`src/rtl/stream_frame_scheduler.sv`:
```
// rtl/stream_frame_scheduler.sv - buffers a layer output stream and tags beats with frame position
// Small FIFO between producer and consumer; sequences NUM_IMG frames of WIDTH x HEIGHT per run.
module stream_frame_scheduler #(
    parameter int DWIDTH     = 32,
    parameter int CLS_W      = 4,
    parameter int WIDTH      = 56,
    parameter int HEIGHT     = 56,
    parameter int NUM_IMG    = 1,
    parameter int FIFO_DEPTH = 16,
    localparam int IMG_W     = $clog2(NUM_IMG + 1)
) (
    input  logic              clk,
    input  logic              reset,
    input  logic              start,
    input  logic [DWIDTH-1:0] data_in,
    input  logic [CLS_W-1:0]  image_class,
    input  logic              data_valid_in,
    output logic              in_ready,
    output logic [DWIDTH-1:0] out_data,
    output logic [CLS_W-1:0]  out_class,
    output logic              out_valid,
    input  logic              out_ready,
    output logic              out_sof,
    output logic              out_eol,
    output logic              out_eof,
    output logic              busy,
    output logic              done,
    output logic              overflow,
    output logic [IMG_W-1:0]  img_cnt
);

    localparam int AW    = $clog2(FIFO_DEPTH);
    localparam int TOTAL = NUM_IMG * WIDTH * HEIGHT;
    localparam int TW    = $clog2(TOTAL + 1);
    localparam int CW    = (WIDTH > 1) ? $clog2(WIDTH) : 1;
    localparam int RW    = (HEIGHT > 1) ? $clog2(HEIGHT) : 1;
    localparam int EW    = CLS_W + DWIDTH;

    typedef enum logic [1:0] {
        S_IDLE,
        S_RUN,
        S_DONE
    } state_t;

    state_t state, state_nxt;

    logic [EW-1:0] mem [FIFO_DEPTH];
    logic [AW-1:0] rd_ptr, wr_ptr;
    logic [AW:0]   count;
    logic [TW-1:0] in_total;
    logic [CW-1:0] col;
    logic [RW-1:0] row;
    logic [EW-1:0] head;

    logic full, push, pop, arm;
    logic last_col, last_row, last_img, final_xfer;

    assign full      = (count == (AW+1)'(FIFO_DEPTH));
    assign out_valid = (count != '0);
    assign in_ready  = (state == S_RUN) && !full && (in_total < TW'(TOTAL));
    assign push      = data_valid_in && in_ready;
    assign pop       = out_valid && out_ready;
    assign arm       = (state == S_IDLE) && start;

    // Head is masked so an empty FIFO presents zeros rather than stale storage.
    assign head      = mem[rd_ptr];
    assign out_data  = out_valid ? head[DWIDTH-1:0] : '0;
    assign out_class = out_valid ? head[EW-1:DWIDTH] : '0;

    assign last_col   = (col == CW'(WIDTH - 1));
    assign last_row   = (row == RW'(HEIGHT - 1));
    assign last_img   = (img_cnt == IMG_W'(NUM_IMG - 1));
    assign out_sof    = out_valid && (col == '0) && (row == '0);
    assign out_eol    = out_valid && last_col;
    assign out_eof    = out_eol && last_row;
    assign final_xfer = pop && last_col && last_row && last_img;

    always_comb begin
        state_nxt = state;
        busy      = 1'b0;
        done      = 1'b0;
        case (state)
            S_IDLE: begin
                if (start) state_nxt = S_RUN;
            end
            S_RUN: begin
                busy = 1'b1;
                if (final_xfer) state_nxt = S_DONE;
            end
            S_DONE: begin
                done      = 1'b1;
                state_nxt = S_IDLE;
            end
            default: state_nxt = S_IDLE;
        endcase
    end

    always_ff @(posedge clk) begin
        if (reset) state <= S_IDLE;
        else       state <= state_nxt;
    end

    always_ff @(posedge clk) begin
        if (push) mem[wr_ptr] <= {image_class, data_in};
    end

    always_ff @(posedge clk) begin
        if (reset) begin
            rd_ptr <= '0;
            wr_ptr <= '0;
            count  <= '0;
        end else begin
            if (push) wr_ptr <= wr_ptr + AW'(1);
            if (pop)  rd_ptr <= rd_ptr + AW'(1);
            case ({push, pop})
                2'b10:   count <= count + (AW+1)'(1);
                2'b01:   count <= count - (AW+1)'(1);
                default: count <= count;
            endcase
        end
    end

    always_ff @(posedge clk) begin
        if (reset) begin
            in_total <= '0;
            col      <= '0;
            row      <= '0;
            img_cnt  <= '0;
            overflow <= 1'b0;
        end else if (arm) begin
            in_total <= '0;
            col      <= '0;
            row      <= '0;
            img_cnt  <= '0;
            overflow <= 1'b0;
        end else begin
            if (push) in_total <= in_total + TW'(1);
            if ((state == S_RUN) && data_valid_in && !in_ready) overflow <= 1'b1;
            if (pop) begin
                if (last_col) begin
                    col <= '0;
                    if (last_row) begin
                        row     <= '0;
                        img_cnt <= img_cnt + IMG_W'(1);
                    end else begin
                        row <= row + RW'(1);
                    end
                end else begin
                    col <= col + CW'(1);
                end
            end
        end
    end

endmodule

```
`config.mk`:
```
export PLATFORM = sky130hd
export DESIGN_NAME = stream_frame_scheduler
export DESIGN_NICKNAME = d
export VERILOG_FILES = /design/src/rtl/stream_frame_scheduler.sv
export SDC_FILE = /design/constraint.sdc
export NUM_CORES = 1
export LEC_CHECK = 0
export ABC_AREA = 1
export BUFFER_PORTS_ARGS = -buffer_cell sky130_fd_sc_hd__buf_2
export CELL_PAD_IN_SITES_DETAIL_PLACEMENT = 0
export CELL_PAD_IN_SITES_GLOBAL_PLACEMENT = 1
export CORE_AREA = 2 2 296 298
export CTS_CLUSTER_DIAMETER = 30
export DETAILED_ROUTE_END_ITERATION = 6
export DIE_AREA = 0 0 298 300
export GPL_TIMING_DRIVEN = 0
export PLACE_DENSITY = 0.63
export SLEW_MARGIN = 20
export SYNTH_ARGS = -nofsm -noshare
export SYNTH_HDL_FRONTEND = slang
export SYNTH_SLANG_ARGS = --single-unit
```
`constraint.sdc`:
```
create_clock -name clk -period 9.3 [get_ports clk]
set_input_delay 0.93 -clock clk [delete_from_list [all_inputs] [get_ports clk]]
set_output_delay 0.93 -clock clk [all_outputs]
set_load 0.01 [all_outputs]
```
==> results <==
- Post-CTS repair changed the size of 0 cells.
- The sequential cell area fraction in the yosys report is 0.711.
- After clock tree synthesis, the clock-pin slew on the worst setup and hold paths is 0.05 ns.
- The share of cells above drive strength 1 is 0.172.
- The initial antenna violation count is 4.
- At the end of the flow, the number of nets in the layout was 2561.
- The first global-routing pass estimated 114 mm of wire.
- The yosys synthesis warning count is 0.
- The via count of the first global-routing pass came to 17600.
- In the synthesized netlist, the cells that appear most often are sky130_fd_sc_hd__nand2_1 (812), sky130_fd_sc_hd__edfxtp_1 (576), sky130_fd_sc_hd__nand3_1 (456).
- The sum of negative setup slack is 0 ns.
- Summing internal, switching and leakage power gives 10.1 mW.
- Counting along the longest clock path gives a buffer depth of 3.
- The antenna diode count is 0.
- The maximum ir drop on the vdd rail is 0.204 mV.
- Of the total synthesized cell area, the portion taken by full adders, half adders and majority gates is 0.00685.
- The standard-cell row count is 108.
- The path class of the lowest-slack min-delay path is register to register.
- The overall die width is 298 um.
- The core area is 86200 um2.
- The number of distinct library cells after synthesis is 35.
- Counting the buffers created by CTS gives 132.
- The overall global routing resource usage is 0.173.
- For this run the aggregate overflow at the end of global routing stands at 0.
- The hold violation total from the final report is 0.
- After layout, the minimum clock period comes to 4.15 ns.
- The post-place setup slack is 5.87 ns.
- The mean cell area of the mapped netlist is 11.3 um2.
- Using the TritonRoute via totals, the vias-per-cell ratio works out to 4.78.
- Compared with the post-synthesis result, the final layout area differs by 28.1%.
- STA classifies the critical path startpoint as a register.
- After detailed routing, the total wire length is 77.1 mm.
- The first routing iteration left 1634 violations.
- The synthesized design spends more area on one cell type than any other, namely sky130_fd_sc_hd__edfxtp_1.
- The relative slew slack is 0.279.
- The post-CTS setup buffer count is 0.
- The number of endpoints failing setup at the final stage is 0.
- Counting flops with a built-in enable in the synthesized netlist gives 576.
- The effective utilization at floorplan is 0.297.
- The worst setup path is of the register to output pin kind.
- The die height is 300 um.
- After synthesis, the share of cell area in mux cells is 0.
- Synthesis produced a netlist whose cell count is 2258.
- The peak clock frequency supported by timing is 241 MHz.
- The predominant post-synthesis flop cell is sky130_fd_sc_hd__edfxtp_1.
- Clock latency on the worst-skew pair, taken at its later pin, is 0.70 ns.
- The largest driver fanout on the critical path is 10.
- The analysis attributes to cell leakage a power of 12.2 nW.
- Entering global routing, the biggest net connects 20 pins.
- The root cell of the clock tree is sky130_fd_sc_hd__clkbuf_16.
- The area share of and/or/nand/nor cells after synthesis is 0.223.
- The die area is 89400 um2.
- In this run the remaining antenna-violating nets after routing total 0.
- The capturing element type of the critical path is an output pin.
- TritonCTS built the clock tree.
- The routed wire length per instance is 20.5 um.
- Of the total synthesized cell area, the portion taken by XOR and XNOR cells is 0.00513.
- By area the synthesized netlist is led by sky130_fd_sc_hd__edfxtp_1 (68%), sky130_fd_sc_hd__nand2_1 (12%), sky130_fd_sc_hd__nand3_1 (8.9%), sky130_fd_sc_hd__dfxtp_1 (3.5%), sky130_fd_sc_hd__a21oi_1 (1.2%).
- The share of synthesized registers carrying an async set or reset is 0.
- Before antenna repair, the detailed router went through 5 iterations.
- The least setup slack across all paths after layout is 5.15 ns.
- The run finished with clean final reports.
- The hold-fix buffer count after cts is 0.
- The fraction of the cycle the final worst path needs is 0.446.
- The area share of the leading cell type in the synthesized netlist is 0.676.
- CTS saw 621 sinks.
- The final route contains 18000 vias.
- The synthesis-stage register bit count is 621.
- Setup repair after global routing left no endpoint under its margin.
- The combinational family with the most area after synthesis is simple AND/OR/NAND/NOR gates.
- For the pin with the worst max-slew slack, the measured transition is 1.08 ns.
- Dividing total power by cell area gives a power density of 308 nW/um2.
- The final RePlAce weighted congestion is 0.805.
- The area fraction in compound gates after synthesis is 0.0167.
- The number of top-level pins is 86.
- The estimated wirelength of the detail-placed design is 51.0 mm.
- On the final layout, the worst clock skew is 0.0218 ns.
- After detailed routing, the number of remaining DRC violations is 0.
- The cell with the most instances after synthesis is sky130_fd_sc_hd__nand2_1.
- Synthesis produced a netlist with a net count of 2313.
- The H-tree level count is 4.
- The count of port buffers added during placement is 84.
- The synthesized netlist occupies a cell area of 25600 um2.
- The data required time of the critical path is 8.37 ns.
- The max capacitance violation total is 0.
- The max-slew violation count is 0.
- For the worst setup path, the data arrival time is 3.22 ns.
-- state kept, by name, indices dropped and copies added, names as in the netlist, named ones only --
name	count
in_total	12
col	6
mem	576
overflow	1
row	6
img_cnt	1
wr_ptr	4
rd_ptr	4
count	5
state	2
-- final cells by class --
class	instances	area, um2
fill	8364	53400
inverter	51	196
sequential	621	18200
clock inverter	87	1030
buffer	126	744
clock buffer	153	3470
timing repair buffer	114	1130
tap	1155	1450
multi-input combinational	1460	6570
-- per-layer routing --
| metal | part of all wire | global-route usage | up-vias |
|---|---|---|---|
| met5 | 0.00032 | 0 | - |
| met4 | 0.024 | 0.0577 | 4 |
| met3 | 0.063 | 0.0335 | 138 |
| met2 | 0.48 | 0.284 | 623 |
| met1 | 0.43 | 0.229 | 8813 |
| li1 | - | - | 8412 |
-- through the flow --
step                instance area [um2]  hold WS (ns)  cells  utilization
CTS                               32800         0.477   3767        0.380
finish                            32800         0.470   3767        0.380
detailed placement                28300         0.450   3527        0.328
global route                      32800         0.507   3767        0.380
global placement                  27500         0.450   3497        0.318
floorplan                         25600         0.447   2258            -
-- worst paths after layout --
kind,endpoint,slack (ns),from,depth (start not counted)
max,out_class[3],5.15,register,8
min,overflow$_SDFFE_PP0P_,0.47,overflow$_SDFFE_PP0P_,2
max reg2reg,mem[0][15]$_DFFE_PP_,6.54,in_total[7]$_SDFFE_PP0P_,9
min reg2reg,overflow$_SDFFE_PP0P_,0.47,overflow$_SDFFE_PP0P_,2
-- kinds of logic after synthesis --
family,count (synthesis)
AOI/OAI and AO/OA,81
xor gates and xnor gates,15
adders and majority gates,14
buffers and inverters,177
DFF,621
and+or+nand+nor,1350
-- critical path, stage by stage (launching register included) --
cell and delay, ns:
sky130_fd_sc_hd__dfxtp_1 0.29, sky130_fd_sc_hd__buf_2 0.26, sky130_fd_sc_hd__inv_2 0.37, sky130_fd_sc_hd__buf_1 0.50, sky130_fd_sc_hd__nand3_1 0.17, sky130_fd_sc_hd__nand2_1 0.11
sky130_fd_sc_hd__nand2_1 0.06, sky130_fd_sc_hd__a21oi_1 0.51, sky130_fd_sc_hd__buf_2 0.24
-- cells in the final DEF, fill, tap and decap left out, drive strengths merged, types with 16 or more instances in the layout --
cell type	n
clkbuf	173
a21oi	63
inv	61
nand2	815
nand3	458
clkinv	56
edfxtp	576
buf	220
bufinv	16
dfxtp	45
nor2	60
-- report_power, final --
group          switching [mW]  leakage (nW)  internal, mW
clock network            1.54          2.19          3.13
logic                    1.64          4.44         0.689
registers              0.0223          5.55          3.10
total                    3.20          12.2          6.91
Note: power is estimated with default switching activity, not from simulation.
